--- config.mk ---
export PLATFORM = sky130hd
export DESIGN_NAME = display_scan_mux_flat
export DESIGN_NICKNAME = d
export VERILOG_FILES = /design/src/rtl/display_scan_mux_if.sv /design/src/rtl/display_scan_mux.sv /design/src/flat_wrapper.sv
export SDC_FILE = /design/constraint.sdc
export NUM_CORES = 1
export LEC_CHECK = 0
export BUFFER_PORTS_ARGS = -buffer_cell sky130_fd_sc_hd__buf_4
export CAP_MARGIN = 40
export CORE_ASPECT_RATIO = 1.5
export CORE_MARGIN = 10
export CORE_UTILIZATION = 30
export CTS_BUF_LIST = sky130_fd_sc_hd__clkbuf_4
export CTS_CLUSTER_SIZE = 28
export DETAILED_ROUTE_END_ITERATION = 16
export SLEW_MARGIN = 20
export SYNTH_ARGS = -nofsm -noshare
export SYNTH_HDL_FRONTEND = slang
export SYNTH_SLANG_ARGS = --single-unit
--- constraint.sdc ---
create_clock -name clk -period 4.7 [get_ports clk]
set_clock_uncertainty 0.1 [all_clocks]
set_input_delay 0.47 -clock clk [delete_from_list [all_inputs] [get_ports clk]]
set_output_delay 0.47 -clock clk [all_outputs]
set_load 0.01 [all_outputs]
--- src/rtl/display_scan_mux_if.sv ---
// Bus between a display-word producer and the scan driver: word load, blanking
// control, and the per-slot digit outputs that feed the segment decoder.
interface display_scan_mux_if #(
  parameter int N_DIGITS = 4
);
  localparam int IDX_W = (N_DIGITS > 1) ? $clog2(N_DIGITS) : 1;

  logic [4*N_DIGITS-1:0] data_in;
  logic                  load;
  logic                  lz_en;
  logic [3:0]            palabra;
  logic [N_DIGITS-1:0]   anodo;
  logic [IDX_W-1:0]      digit_idx;
  logic                  frame_start;
  logic                  pending;

  modport master (
    output data_in, load, lz_en,
    input  palabra, anodo, digit_idx, frame_start, pending
  );

  modport slave (
    input  data_in, load, lz_en,
    output palabra, anodo, digit_idx, frame_start, pending
  );
endinterface

--- src/rtl/display_scan_mux.sv ---
// Time-multiplexed common-anode 7-segment scan driver with a double-buffered
// display word, per-slot dead time and optional leading-zero blanking.
module display_scan_mux #(
  parameter int N_DIGITS    = 4,
  parameter int REFRESH_DIV = 50000,
  parameter int DEAD_CYCLES = 500
) (
  input  logic               clk,
  input  logic               rst,
  display_scan_mux_if.slave  bus
);
  localparam int IDX_W = (N_DIGITS > 1) ? $clog2(N_DIGITS) : 1;
  localparam int CNT_W = $clog2(REFRESH_DIV);
  localparam int W_W   = 4 * N_DIGITS;

  localparam logic [CNT_W-1:0] CNT_LAST = CNT_W'(REFRESH_DIV - 1);
  localparam logic [IDX_W-1:0] IDX_LAST = IDX_W'(N_DIGITS - 1);

  logic [CNT_W-1:0] r_cnt;
  logic [IDX_W-1:0] r_idx;
  logic [W_W-1:0]   r_disp;
  logic [W_W-1:0]   r_buf;
  logic             r_pend;

  logic             w_slot_end;
  logic             w_commit;
  logic             w_dead;
  logic [3:0]       w_nib [N_DIGITS];
  logic [N_DIGITS-1:0] w_upper_nz;
  logic [N_DIGITS-1:0] w_blank;
  logic [N_DIGITS-1:0] w_sel;

  assign w_slot_end = (r_cnt == CNT_LAST);
  // Word swaps only at the very end of a frame so a frame never shows two words.
  assign w_commit   = w_slot_end && (r_idx == IDX_LAST);

  always_ff @(posedge clk) begin
    if (rst) begin
      r_cnt  <= '0;
      r_idx  <= '0;
      r_disp <= '0;
      r_buf  <= '0;
      r_pend <= 1'b0;
    end else begin
      if (w_slot_end) begin
        r_cnt <= '0;
        r_idx <= (r_idx == IDX_LAST) ? '0 : r_idx + IDX_W'(1);
      end else begin
        r_cnt <= r_cnt + CNT_W'(1);
      end

      if (w_commit && r_pend) begin
        r_disp <= r_buf;
      end

      // A load in the commit cycle refills the buffer after the old word moved out.
      if (bus.load) begin
        r_buf  <= bus.data_in;
        r_pend <= 1'b1;
      end else if (w_commit) begin
        r_pend <= 1'b0;
      end
    end
  end

  generate
    if (DEAD_CYCLES == 0) begin : g_no_dead
      assign w_dead = 1'b0;
    end else begin : g_dead
      assign w_dead = (r_cnt < CNT_W'(DEAD_CYCLES));
    end
  endgenerate

  generate
    for (genvar gi = 0; gi < N_DIGITS; gi++) begin : g_digit
      assign w_nib[gi]      = r_disp[4*gi +: 4];
      assign w_upper_nz[gi] = |r_disp[W_W-1:4*gi];
      assign w_sel[gi]      = (r_idx == IDX_W'(gi));
      if (gi == 0) begin : g_first
        assign w_blank[gi] = 1'b0;
      end else begin : g_upper
        assign w_blank[gi] = bus.lz_en & ~w_upper_nz[gi];
      end
      assign bus.anodo[gi] = ~(w_sel[gi] & ~w_dead & ~w_blank[gi]);
    end
  endgenerate

  assign bus.palabra     = w_nib[r_idx];
  assign bus.digit_idx   = r_idx;
  assign bus.pending     = r_pend;
  assign bus.frame_start = ~rst & (r_cnt == '0) & (r_idx == '0);
endmodule
--- src/flat_wrapper.sv ---
// flat-port wrapper written by rule: the top's interface ports become plain ports
module display_scan_mux_flat 
#(
  parameter int N_DIGITS    = 4,
  parameter int REFRESH_DIV = 50000,
  parameter int DEAD_CYCLES = 500
)
  (clk, rst, bus_data_in, bus_load, bus_lz_en, bus_palabra, bus_anodo, bus_digit_idx, bus_frame_start, bus_pending);
  display_scan_mux_if #(.N_DIGITS(N_DIGITS)) bus_i ();
  input  logic clk;
  input  logic rst;
  input wire logic [$bits(bus_i.data_in)-1:0] bus_data_in;
  input wire logic [$bits(bus_i.load)-1:0] bus_load;
  input wire logic [$bits(bus_i.lz_en)-1:0] bus_lz_en;
  output wire logic [$bits(bus_i.palabra)-1:0] bus_palabra;
  output wire logic [$bits(bus_i.anodo)-1:0] bus_anodo;
  output wire logic [$bits(bus_i.digit_idx)-1:0] bus_digit_idx;
  output wire logic [$bits(bus_i.frame_start)-1:0] bus_frame_start;
  output wire logic [$bits(bus_i.pending)-1:0] bus_pending;
  assign bus_i.data_in = bus_data_in;
  assign bus_i.load = bus_load;
  assign bus_i.lz_en = bus_lz_en;
  assign bus_palabra = bus_i.palabra;
  assign bus_anodo = bus_i.anodo;
  assign bus_digit_idx = bus_i.digit_idx;
  assign bus_frame_start = bus_i.frame_start;
  assign bus_pending = bus_i.pending;
  display_scan_mux #(.N_DIGITS(N_DIGITS), .REFRESH_DIV(REFRESH_DIV), .DEAD_CYCLES(DEAD_CYCLES)) u_core (.clk(clk), .rst(rst), .bus(bus_i));
endmodule
# Word-level counts from Yosys, hierarchy flattened
# Cells that the tools add are included.
dict set report totals {
  ff_bits 51
  inputBits 20
  output_inout_bits 12
}
dict set report classes {
  add_sub_neg 2
  n_lt_le_gt_ge 2
  n_eq_ne 4
  muxes 6
  bitwise_logic 25
  n_reduce_logical 9
}
# op count
set op_table {}
lappend op_table {{adder 16 x 1 -> 16 bit (second input constant)} 1}
lappend op_table {{== test 16 bit (second input constant)} 1}
lappend op_table {{zero test 16 bit} 1}
lappend op_table {{less-than comparator 16 x 9 -> 1 bit (second input constant)} 1}
lappend op_table {{bitwise AND 1 bit} 12}
lappend op_table {{NOT 1 bit} 12}
lappend op_table {{OR reduction 12 bit} 1}
lappend op_table {{binary-select mux 4 bit (select 2 bit)} 1}
lappend op_table {{two-way mux 4 bit} 2}
lappend op_table {{OR reduction 8 bit} 1}
lappend op_table {{== test 2 bit (second input constant)} 2}
lappend op_table {{OR reduction 4 bit} 1}
lappend op_table {{>= comparator 3 bit (second input constant)} 1}
lappend op_table {{NOT 2 -> 3 bit} 1}
lappend op_table {{adder 2 x 1 -> 2 bit (second input constant)} 1}
lappend op_table {{== test 2 x 1 -> 1 bit (second input constant)} 1}
lappend op_table {{logical AND 1 bit} 2}
lappend op_table {{zero test 2 bit} 1}
lappend op_table {{two-way mux 1 bit} 2}
lappend op_table {{two-way mux 2 bit} 1}
lappend op_table {{nonzero test 2 bit} 1}
lappend op_table {{OR reduction 2 bit} 1}

# Depth between registers and ports, before layout
# Gate-level depths: netlist of the first run.
dict set report logic_depth {
  word_depth 6
  mapped_depth 7
  ltp_nobuf 5
}

# Worst setup path before layout of the first run
# No wires, ideal clock.
dict set report synth_timing {
  path_type {reg-to-output}
  start {reg u_core.r_cnt[12]}
  end {out bus_anodo[1]}
  arrival_time_ps 1495
  t_required_ps 4130
  path_slack_ps 2635
  path_stages_with_launch 5
  path_buffers 1
  path_cell_list {dfxtp_1 nor4_1 clkbuf_1 o211ai_1 o211ai_1}
}
dict set report synth_between {
  elab_chain_cells 5
}
# element line_no
set synth_rtl {}
lappend synth_rtl {{from (decl)} display_scan_mux.sv:19} ;# logic [CNT_W-1:0] r_cnt;
lappend synth_rtl {{from (signal assigned)} display_scan_mux.sv:49} ;# r_cnt <= r_cnt + CNT_W'(1);
lappend synth_rtl {{less-than comparator 16 x 9 -> 1 bit} display_scan_mux.sv:70} ;# assign w_dead = (r_cnt < CNT_W'(DEAD_CYCLES));
lappend synth_rtl {{NOT 1 bit} display_scan_mux.sv:84} ;# assign bus.anodo[gi] = ~(w_sel[gi] & ~w_dead & ~w_blank[gi]);
lappend synth_rtl {{bitwise AND 1 bit (2 in series)} display_scan_mux.sv:84}
lappend synth_rtl {{NOT 1 bit} display_scan_mux.sv:84}
lappend synth_rtl {{to (decl)} flat_wrapper.sv:16} ;# output wire logic [$bits(bus_i.anodo)-1:0] bus_anodo;
# No other way between the ends.

# Final worst setup path of the first run
dict set report layout_timing {
  start {reg u_core.r_idx[0] (netlist: u_core.bus.digit_idx[0])}
  end {reg u_core.r_disp[0]}
}
dict set report layout_between {
  elab_chain_cells 3
}
# element line_no
set layout_rtl {}
lappend layout_rtl {{from (decl)} display_scan_mux.sv:20} ;# logic [IDX_W-1:0] r_idx;
lappend layout_rtl {{from (signal assigned)} display_scan_mux.sv:47} ;# r_idx <= (r_idx == IDX_LAST) ? '0 : r_idx + IDX_W'(1);
lappend layout_rtl {{== test 2 bit} display_scan_mux.sv:35} ;# assign w_commit = w_slot_end && (r_idx == IDX_LAST);
lappend layout_rtl {{logical AND 1 bit} display_scan_mux.sv:35}
lappend layout_rtl {{logical AND 1 bit} display_scan_mux.sv:52} ;# if (w_commit && r_pend) begin
lappend layout_rtl {{to (signal assigned)} display_scan_mux.sv:53} ;# r_disp <= r_buf;
lappend layout_rtl {{to (decl)} display_scan_mux.sv:21} ;# logic [W_W-1:0] r_disp;
# No other way between the ends.
# A chain may end at the register's enable or synchronous reset.

==> reports/metrics.cfg, run 1 <==
[route]
routed_wire_length_per_instance_um=14.4
drc_errors=0
detail_route.wirelength_um=5450
drt.antenna.violating_nets=0
route.vias.total=1855
viasPerCell=4.91
drt_pass1_iterations=4
drtIter0Drc=79

[yosys]
synth_seq_area_share_pct=42.9
synthesis.nets=279
synth.area.top_cells=sky130_fd_sc_hd__dfxtp_1, sky130_fd_sc_hd__mux2i_1, sky130_fd_sc_hd__nand4_1, sky130_fd_sc_hd__nor2_1, sky130_fd_sc_hd__a21oi_1
dominantRegCellSynth=sky130_fd_sc_hd__dfxtp_1
synthesis.yosys.warnings=0
ys_seq_elements=51
async_flop_share_pct=0
netlist_area_um2=2380
syn-mean-instance-area_um2=9.41
syn-instance-count=253
netlist-cell-type-count=36
synth_area_leader_cell=sky130_fd_sc_hd__dfxtp_1
synth_edf_count=0
netlist.area_leader.share_pct=42.9

[timing]
finalSetupTns_ps=0
post_layout_minimum_cycle_time_ps=2470
final_min_period_over_clock_period_pct=52.6
hold_viol=0
upper_clock_frequency_limit_ghz=0.405
worst_pin_slew_ps=607
fin_worst_hold_slack_ps=203
unrepaired_setup_endpoints_after_global_routing=no
final_max_slew_viol_count=0
worst_slew_margin_rel_pct=59.2
setup-violations-final=0

[critical_path]
cpLargestDelayFamily=simple AND/OR/NAND/NOR gates
timing.critical_path.to_type=register
timing.rr.start=u_core.bus.digit_idx[0]$_SDFFE_PP0N_
cp_max_fo=17
setup.worst_path.class=register to register
critical_path_arrival_ps=2650
crit_path_top_delay_cell=sky130_fd_sc_hd__dfxtp_1
path_buf_inv=0
cp_data_required_time_ps=4880
crit_path_cell_trace=ha_1, and2_1, nand2_1, o21ai_0, a21oi_1
critPathLaunch=u_core.bus.digit_idx[0]$_SDFFE_PP0N_
cp-start-kind=register
worst_path_largest_cell_delay_ps=620

[finish]
finalCoreUtilization_pct=35.1
final_nets=301
most_common_cell_after_layout_fill_and_taps_aside=sky130_fd_sc_hd__dfxtp_1
layout.area.seq_um2=1020
number_of_non_filler_instances_in_the_completed_layout=378
area_delta_synth_final_pct=13.1
multiInputGateArea_um2=1190
drive_gt1_share_pct=18.2
postLayoutCellArea_um2=2690
fillerInstances=807
layout.cells.most_common_list=sky130_fd_sc_hd__dfxtp_1, sky130_fd_sc_hd__nor2_1, sky130_fd_sc_hd__buf_4

[floorplanning]
core-area_um2=7660
die_width_um=92.7
die_h_um=129
fp.dieArea_um2=12000
ioPinCount=32
initial_utilization_pct=31.1
floorplan.rows=39

[clock_network]
tritoncts=built
clock_path_buffers=2
hold_buffers=0
cts_inserted_buffers=5
post_cts_resized=0
clock_tree.root_cell=sky130_fd_sc_hd__clkbuf_4
post-cts-setup-buffers=0
htree_num_levels=2
cts.sinks=51
clock_transition_time_at_the_flip_flop_clock_pins_of_the_worst_setup_and_hold_paths_ps=150
clock_insertion_delay_worst_skew_ps=390

[placed_design]
place_inst=370
post_dp_cell_area_um2=2620
finalWeightedCongestion=0.810
port_buffers=31
detailedPlacementHpwl_um=3910

[global_route]
grt_pass1_vias=1897
grt_start_max_net_pins=39
total_grt_overflow=0
grtUsageTotal_pct=9.55
antenna_found_initial=1
grt_first_pass_wirelength_um=9340

[job]
reported_max_cap_violation_count=0

[power_and_ir_drop]
p_leak_nw=1.01
power_density_nw_per_um2=278
max-vdd-ir-drop_uv=97.4

[hold_path]
hold_start=bus_data_in[7]
worstHoldPathType=input pin to register

[run_status]
run_status=finished clean

==> logic make-up after synthesis <==
| kind of cell | synth area share, % |
|---|---|
| simple gates | 21.5 |
| mux | 10.5 |
| xor+xnor | 4.78 |
| buf+inv | 7.46 |
| compound gates | 9.72 |
| fa+ha+maj | 3.15 |
| flops | 42.9 |
==> sequential cells by signal (all words and copies together) (netlist names) <==
signal / flops
u_core.bus.pending: 1
u_core.r_disp: 16
u_core.bus.digit_idx: 2
u_core.r_cnt: 16
u_core.r_buf: 16
==> worst reg2reg max path: cells and delay by family (launching register included) <==
family	cells	cell delay, ps
AOI/OAI and AO/OA	2	390
and+or+nand+nor	2	1000
adders and majority gates	1	260
DFF	1	620
==> through the flow <==
| step | power [mW] | setup slack (ps) |
|---|---|---|
| final | 0.748 | 2230 |
| after global routing | 0.780 | 1890 |
| after CTS | 0.758 | 2210 |
| after detailed placement | 0.508 | 2220 |
| after global placement | 0.507 | 2280 |
| after floorplan | 0.491 | 2630 |
==> final cells by class <==
type / count / area share (%)
antenna: 1 / 0.0929
clock buffer: 5 / 1.39
clock inverter: 2 / 1.39
inverter: 7 / 0.976
multi-input combinational: 177 / 44.1
sequential: 51 / 37.9
tap: 102 / 4.74
timing repair buffer: 33 / 9.34
==> power by group <==
group,switching [mW],leakage [nW],internal (mW),total (mW)
sequential,0.00804,0.415,0.443,0.451
combinational,0.0221,0.556,0.0242,0.0462
clock,0.141,0.0373,0.109,0.250
total,0.171,1.01,0.577,0.748
==> synthesized netlist by cell type, types with 2 or more instances <==
master / n
sky130_fd_sc_hd__a21oi_1: 20
sky130_fd_sc_hd__and2_1: 2
sky130_fd_sc_hd__and4_1: 2
sky130_fd_sc_hd__buf_6: 4
sky130_fd_sc_hd__clkbuf_1: 6
sky130_fd_sc_hd__clkbuf_4: 2
sky130_fd_sc_hd__clkbuf_8: 3
sky130_fd_sc_hd__dfxtp_1: 51
sky130_fd_sc_hd__ha_1: 6
sky130_fd_sc_hd__inv_1: 7
sky130_fd_sc_hd__mux2i_1: 16
sky130_fd_sc_hd__mux4_2: 4
sky130_fd_sc_hd__nand2_1: 8
sky130_fd_sc_hd__nand3_1: 9
sky130_fd_sc_hd__nand4_1: 24
sky130_fd_sc_hd__nor2_1: 32
sky130_fd_sc_hd__nor3_1: 3
sky130_fd_sc_hd__nor4_1: 5
sky130_fd_sc_hd__o211ai_1: 2
sky130_fd_sc_hd__o21ai_0: 10
sky130_fd_sc_hd__o21ai_1: 10
sky130_fd_sc_hd__or4_1: 2
sky130_fd_sc_hd__xnor2_1: 4
sky130_fd_sc_hd__xor2_1: 9
==> layer usage <==
layer | GRT usage (%) | part of all wire, % | vias up
met1 | 10.7 | 44 | 868
met3 | 2.83 | 4.4 | 7
met5 | 0 | 0 | -
met4 | 5.19 | 2.4 | 0
li1 | - | - | 949
met2 | 16.0 | 49 | 31
==> path summary, 6_finish.rpt <==
path                                                        to  slack (ps)  cells after the start
worst min-delay path              u_core.r_buf[7]$_SDFFE_PP0P_         200                      3
worst max register to register   u_core.r_disp[0]$_SDFFE_PP0P_        2230                      5
worst max-delay path             u_core.r_disp[0]$_SDFFE_PP0P_        2230                      5
worst min register to register  u_core.r_disp[11]$_SDFFE_PP0P_         370                      2
Power figures use the tool's default switching activity.
==> inputs of run 2 (changes only) <==
--- a/config.mk
+++ b/config.mk
@@ -5,6 +5,7 @@
 export SDC_FILE = /design/constraint.sdc
 export NUM_CORES = 1
 export LEC_CHECK = 0
+export ABC_AREA = 1
 export BUFFER_PORTS_ARGS = -buffer_cell sky130_fd_sc_hd__buf_4
 export CAP_MARGIN = 40
 export CORE_ASPECT_RATIO = 1.5
==> constraint.sdc (replaced) <==
create_clock -name clk -period 2.4 [get_ports clk]
set_clock_uncertainty 0.1 [all_clocks]
set_input_delay 0.24 -clock clk [delete_from_list [all_inputs] [get_ports clk]]
set_output_delay 0.24 -clock clk [all_outputs]
set_load 0.01 [all_outputs]
==> run 2 against run 1 <==
Largest cell class unchanged. Synthesized cell count up 34%. Global-route usage up 0.11 points. Via count rose by 17%. Routed wire length increased by 4.3%. Flip-flop and latch count unchanged. Combinational power grew 140%. Clock-buffer cell count increased by 2. Clock power rose by 59%. Worst setup slack worse by 2000 ps. Utilization up 2.6 points. Sequential share of layout area shrank 2.5 points.
==> reports/metrics.cfg, run 2 <==
[run_status]
run_status=finished clean

[global_route]
total_grt_overflow=0  ; unchanged
grt_start_max_net_pins=36  ; -7.7%
antenna_found_initial=0  ; -1
grt_first_pass_wirelength_um=9740  ; +4.4%
grt_pass1_vias=2194  ; +16%
grtUsageTotal_pct=9.66  ; +0.11 points

[critical_path]
reg2reg_to=u_core.r_disp[14]$_SDFFE_PP0P_
critical_path_arrival_ps=1790  ; -860 ps
cp-start-kind=register
crit_path_cell_trace=clkinvlp_4, ha_1, nand4_1, nor4b_1, buf_4
worst_path_largest_cell_delay_ps=410  ; -210 ps
worst-r2r-setup-slack_ps=590  ; -1640 ps
depth_of_the_worst_register_to_register_path=6  ; +1
crit_path_top_delay_cell=sky130_fd_sc_hd__dfxtp_2
setup.worst_path.class=register to output pin
cp_max_fo=15  ; -2
cp_data_required_time_ps=2060  ; -2820 ps
timing.rr.start=u_core.r_cnt[0]$_SDFF_PP0_
timing.critical_path.to_type=output pin

[yosys]
netlist-cell-type-count=27  ; -25%
synthesis.nets=366  ; +31%
synthMostInstantiatedCell=sky130_fd_sc_hd__nor2_1
synthesis.yosys.warnings=0  ; unchanged
synth_seq_area_share_pct=43.1  ; +0.20 points
netlist.area_leader.share_pct=43.1  ; +0.20 points
dominantRegCellSynth=sky130_fd_sc_hd__dfxtp_1
syn-instance-count=340  ; +34%
ys_seq_elements=51  ; unchanged
synth_edf_count=0  ; unchanged
netlist_area_um2=2370  ; -0.47%
syn-mean-instance-area_um2=6.97  ; -26%
synth.area.top_cells=sky130_fd_sc_hd__dfxtp_1, sky130_fd_sc_hd__nor2_1, sky130_fd_sc_hd__nand2_1, sky130_fd_sc_hd__inv_1, sky130_fd_sc_hd__a21oi_1
synth_area_leader_cell=sky130_fd_sc_hd__dfxtp_1
async_flop_share_pct=0  ; unchanged
synth_commonest_cells=sky130_fd_sc_hd__nor2_1, sky130_fd_sc_hd__nand2_1, sky130_fd_sc_hd__dfxtp_1, sky130_fd_sc_hd__inv_1, sky130_fd_sc_hd__a21oi_1

[power_and_ir_drop]
power_frac_comb_pct=8.0  ; +1.8 points
power_frac_clock_pct=28.5  ; -5.0 points
power_switching_share_pct=23.5  ; +0.61 points
p_leak_nw=1.30  ; +29%
power_density_nw_per_um2=483  ; +74%
max-vdd-ir-drop_uv=330  ; +240%
seq_power_share_pct=63.4  ; +3.0 points
totalPowerFinal_mw=1.40  ; +87%
p_int_mw=1.07  ; +85%
switchingPower_uw=328  ; +92%

[finish]
number_of_non_filler_instances_in_the_completed_layout=486  ; +29%
final_nets=409  ; +36%
drive_gt1_share_pct=12.8  ; -5.4 points
reg_top3=u_core.r_buf: 16 flops, u_core.r_cnt: 16 flops, u_core.r_disp: 16 flops
layout.cells.most_common_list=sky130_fd_sc_hd__nor2_1, sky130_fd_sc_hd__nand2_1, sky130_fd_sc_hd__dfxtp_1
most_common_cell_after_layout_fill_and_taps_aside=sky130_fd_sc_hd__nor2_1
area_delta_synth_final_pct=21.9
postLayoutCellArea_um2=2890  ; +7.3%
finalCoreUtilization_pct=37.7  ; +2.6 points
antennaDiodeCount=0  ; -1

[placed_design]
detailedPlacementHpwl_um=4140  ; +6.1%
port_buffers=31  ; unchanged
finalWeightedCongestion=0.886  ; +9.4%
place_inst=463  ; +25%
post_dp_cell_area_um2=2680  ; +2.3%

[clock_network]
post-cts-setup-buffers=0  ; unchanged
clock_insertion_delay_worst_skew_ps=350  ; -40 ps
clock_tree.root_cell=sky130_fd_sc_hd__clkbuf_4
cts.sinks=51  ; unchanged
tritoncts=built
cts_inserted_buffers=5  ; unchanged
clock_path_buffers=2  ; unchanged
htree_num_levels=2  ; unchanged
clock_transition_time_at_the_flip_flop_clock_pins_of_the_worst_setup_and_hold_paths_ps=140  ; about the same

[hold_path]
worstHoldPathType=input pin to register
min_to=u_core.r_buf[14]$_SDFFE_PP0P_
whs_path_depth=3  ; unchanged
hold_start=bus_data_in[14]

[floorplanning]
ioPinCount=32  ; unchanged
core-area_um2=7660  ; unchanged
fp.dieArea_um2=11900  ; -0.39%
initial_utilization_pct=30.9  ; -0.15 points
floorplan.rows=39  ; unchanged
die_width_um=92.6  ; -0.18%
die_h_um=129  ; -0.20%

[route]
route.vias.total=2166  ; +17%
viasPerCell=4.46  ; -9.2%
drt_pass1_iterations=4  ; unchanged
routed_wire_length_per_instance_um=11.7  ; -19%
drt.antenna.violating_nets=0  ; unchanged
detail_route.wirelength_um=5680  ; +4.3%
drc_errors=0  ; unchanged
drtIter0Drc=89  ; +13%

[timing]
worst_pin_slew_ps=588  ; -18.8 ps
final_max_slew_viol_count=0  ; unchanged
worst_slew_margin_rel_pct=60.5  ; +1.3 points
unrepaired_setup_endpoints_after_global_routing=no
upper_clock_frequency_limit_ghz=0.470
setup-violations-final=0  ; unchanged
final_min_period_over_clock_period_pct=88.7
post_layout_minimum_cycle_time_ps=2130
finalSetupTns_ps=0  ; unchanged
hold_viol=0  ; unchanged

[job]
reported_max_cap_violation_count=0  ; unchanged

[run 2: worst max path at each step]
stage	slack, ps	cells past startpoint	to	from
after detailed placement	480	5	bus_frame_start	u_core.bus.digit_idx[0]$_SDFFE_PP0N_
after CTS	50	5	bus_frame_start	u_core.bus.digit_idx[0]$_SDFFE_PP0N_
after global routing	80	5	bus_frame_start	u_core.bus.digit_idx[0]$_SDFFE_PP0N_
final	270	5	bus_frame_start	u_core.bus.digit_idx[0]$_SDFFE_PP0N_
after floorplan	500	5	bus_frame_start	u_core.bus.digit_idx[0]$_SDFFE_PP0N_
after global placement	470	5	bus_frame_start	u_core.bus.digit_idx[0]$_SDFFE_PP0N_
[run 2: logic make-up (layout without fill, tap and decap cells)]
logic type      count (synthesis)  in the layout  synth area share (%)
compound gates                 50             50                  10.9
xor+xnor                        5              5                  1.85
fa+ha+maj                       6              6                  3.17
buf+inv                        49             93                  8.61
flops                          51             51                  43.1
simple gates                  179            179                  32.4
[run 2: metal layers]
metal / vias up / GRT usage (%) / share of wire [%]
li1: 1160 / - / -
met1: 964 / 10.9 / 45
met2: 34 / 17.5 / 50
met3: 8 / 2.39 / 3.7
met4: 0 / 2.82 / 1.5
met5: - / 0 / 0
[run 2: area by class of cell]
| class | instances | area, um^2 |
|---|---|---|
| clock inverters | 1 | 5.00 |
| clock buffers | 7 | 52.6 |
| repair buffers | 47 | 390 |
| inverters | 38 | 146 |
| multi-input cells | 240 | 1140 |
| flip-flops and latches | 51 | 1020 |
| well taps | 102 | 128 |
| fillers | 832 | 4770 |
[run 2: critical path: cells and delay by family (launching register included)]
| kind | cells | cell delay, ps |
|---|---|---|
| fa+ha+maj | 1 | 210 |
| flops | 1 | 410 |
| buf+inv | 2 | 400 |
| simple gates | 2 | 410 |
[run 2: power groups by stage]
stage	logic (mW)	registers (mW)	clock network (mW)
3_3_place_gp	0.0927	0.904	0
3_5_place_dp	0.0945	0.905	0
5_1_grt	0.129	0.890	0.454
4_1_cts	0.115	0.887	0.422
2_1_floorplan	0.0526	0.901	0
6_report	0.112	0.886	0.398
[run 2: repair_timing]
item                                    CTS  global route
endpoints found under the setup margin    0             1
gates resized for setup                   0             2
hold buffers                             15             0
hold endpoints to repair                 15             0
[run 2: stage by stage]
stage / hold WS [ps] / worst slack, ps
2_1_floorplan: 209 / 498
5_1_grt: 5.22 / 81.1
3_3_place_gp: 317 / 469
6_report: 16.9 / 271
3_5_place_dp: 322 / 481
4_1_cts: 2.92 / 51.5
==> inputs of run 3 (changes only) <==
--- a/config.mk
+++ b/config.mk
@@ -14,6 +14,7 @@
 export CTS_BUF_LIST = sky130_fd_sc_hd__clkbuf_4
 export CTS_CLUSTER_SIZE = 28
 export DETAILED_ROUTE_END_ITERATION = 16
+export HOLD_SLACK_MARGIN = 0.06
 export SLEW_MARGIN = 20
 export SYNTH_ARGS = -nofsm -noshare
 export SYNTH_HDL_FRONTEND = slang
==> run 3 against run 2 <==
Critical path depth unchanged. Hold slack improved by 140 ps. Clock power about the same. Routed wire length increased by 0.16%. Register-to-register slack got worse by 20 ps. Die area unchanged. Clock-buffer cell count unchanged. Non-clock buffer count increased by 2. Global-route usage about the same. First-iteration DRC count decreased by 40%. Combinational power about the same. Fmax increased by 0.28%. Critical endpoint unchanged. Highest routed layer unchanged.
==> reports/metrics.cfg, run 3 (synthesis results as in run 2) <==
[critical_path]
cp_max_fo=15  ; unchanged
setup.worst_path.class=register to output pin
timing.critical_path.to_type=output pin
cp-start-kind=register
critical_path_arrival_ps=1780  ; about the same
cp_data_required_time_ps=2060  ; about the same

[route]
drc_errors=0  ; unchanged
route.vias.total=2177  ; +0.51%
detail_route.wirelength_um=5690  ; +0.16%
drt.antenna.violating_nets=0  ; unchanged
drtIter0Drc=53  ; -40%
routed_wire_length_per_instance_um=11.7  ; -0.25%
viasPerCell=4.46  ; about the same
drt_pass1_iterations=4  ; unchanged

[placed_design]
finalWeightedCongestion=0.886  ; unchanged
port_buffers=31  ; unchanged
detailedPlacementHpwl_um=4140  ; unchanged
post_dp_cell_area_um2=2680  ; unchanged

[clock_network]
clock_path_buffers=2  ; unchanged
clock_insertion_delay_worst_skew_ps=350  ; about the same
cts_inserted_buffers=5  ; unchanged
post-cts-setup-buffers=0  ; unchanged
clock_tree.root_cell=sky130_fd_sc_hd__clkbuf_4
clock_transition_time_at_the_flip_flop_clock_pins_of_the_worst_setup_and_hold_paths_ps=140  ; about the same
cts.sinks=51  ; unchanged
htree_num_levels=2  ; unchanged
tritoncts=built

[global_route]
grt_pass1_vias=2200  ; +0.27%
total_grt_overflow=0  ; unchanged
grt_start_max_net_pins=36  ; unchanged
grt_first_pass_wirelength_um=9770  ; +0.29%
grtUsageTotal_pct=9.68  ; +0.024 points
antenna_found_initial=0  ; unchanged

[floorplanning]
die_h_um=129  ; unchanged
floorplan.rows=39  ; unchanged
ioPinCount=32  ; unchanged
core-area_um2=7660  ; unchanged
fp.dieArea_um2=11900  ; unchanged
initial_utilization_pct=30.9  ; unchanged
die_width_um=92.6  ; unchanged

[finish]
layout.cells.most_common_list=sky130_fd_sc_hd__nor2_1, sky130_fd_sc_hd__nand2_1, sky130_fd_sc_hd__dfxtp_1
postLayoutCellArea_um2=2910  ; +0.69%
most_common_cell_after_layout_fill_and_taps_aside=sky130_fd_sc_hd__nor2_1
final_nets=411  ; +0.49%
area_delta_synth_final_pct=22.8
drive_gt1_share_pct=12.7  ; -0.066 points
reg_top3=u_core.r_buf: 16 flops, u_core.r_cnt: 16 flops, u_core.r_disp: 16 flops
antennaDiodeCount=0  ; unchanged

[run_status]
run_status=finished clean

[power_and_ir_drop]
power_switching_share_pct=23.5  ; about the same
p_int_mw=1.07  ; +0.20%
power_density_nw_per_um2=481  ; -0.51%
switchingPower_uw=329  ; +0.12%
max-vdd-ir-drop_uv=330  ; about the same
power_frac_clock_pct=28.5  ; about the same
p_leak_nw=1.31  ; +0.64%
seq_power_share_pct=63.3  ; about the same
power_frac_comb_pct=8.2  ; +0.2 points
totalPowerFinal_mw=1.40  ; +0.18%

[timing]
final_max_slew_viol_count=0  ; unchanged
post_layout_minimum_cycle_time_ps=2120  ; -5.97 ps
upper_clock_frequency_limit_ghz=0.471  ; +0.28%
setup-violations-final=0  ; unchanged
unrepaired_setup_endpoints_after_global_routing=no
final_min_period_over_clock_period_pct=88.4  ; -0.25 points
worst_pin_slew_ps=549  ; -39.3 ps
hold_viol=0  ; unchanged
worst_slew_margin_rel_pct=63.1  ; +2.6 points
finalSetupTns_ps=0  ; unchanged

[job]
reported_max_cap_violation_count=0  ; unchanged

[hold_path]
worstHoldPathType=input pin to register

-- run 3: what timing repair did --
action | 4_1_cts | 5_1_grt
hold buffers | 17 | 0
resized for setup | 0 | 2
endpoints found under the setup margin | 0 | 1
endpoints found under the hold margin | 17 | 0
-- run 3: critical path, stage by stage, from the launching register on --
cell and delay, ps:
sky130_fd_sc_hd__dfxtp_2 410, sky130_fd_sc_hd__clkinvlp_4 210, sky130_fd_sc_hd__ha_1 210, sky130_fd_sc_hd__nand4_1 100, sky130_fd_sc_hd__nor4b_1 310, sky130_fd_sc_hd__buf_4 190
-- run 3: area by class of cell --
class                           count  area, um^2
Clock inverter                      1        5.00
Sequential cell                    51        1020
Fill cell                         828        4750
Multi-Input combinational cell    240        1140
Clock buffer                        7        52.6
Inverter                           38         146
Timing Repair Buffer               49         410
Tap cell                          102         128
-- run 3: metal layers --
metal,vias to the layer above,track usage [%],share of wire (%)
li1,1163,-,-
met1,961,11.0,45
met2,45,17.5,50
met3,8,2.39,3.9
met4,0,2.82,1.5
met5,-,0,0
-- run 3: final timing paths --
| kind | endpoint | cells past startpoint | from | slack [ps] |
|---|---|---|---|---|
| max | bus_frame_start | 5 | u_core.bus.digit_idx[0]$_SDFFE_PP0N_ | 280 |
| min | u_core.r_buf[0]$_SDFFE_PP0P_ | 3 | bus_load | 150 |
| max reg2reg | u_core.r_disp[14]$_SDFFE_PP0P_ | 6 | u_core.r_cnt[0]$_SDFF_PP0_ | 570 |
| min reg2reg | u_core.r_cnt[0]$_SDFF_PP0_ | 1 | u_core.r_cnt[0]$_SDFF_PP0_ | 380 |
-- run 3: metrics by stage --
step | setup WS (ps) | cells | util (%) | hold WS [ps]
floorplan | 498 | 340 | - | 209
global placement | 469 | 463 | 34.9 | 317
detailed placement | 481 | 463 | 34.9 | 322
CTS | 51.5 | 488 | 37.9 | 145
global route | 81.1 | 488 | 38.0 | 162
finish | 277 | 488 | 38.0 | 154
-- run 3: power groups by stage --
stage | Clock [mW] | Combinational (mW) | Sequential (mW)
floorplan | 0 | 0.0526 | 0.901
global placement | 0 | 0.0927 | 0.904
detailed placement | 0 | 0.0945 | 0.905
CTS | 0.422 | 0.117 | 0.887
global route | 0.454 | 0.132 | 0.890
finish | 0.398 | 0.115 | 0.886
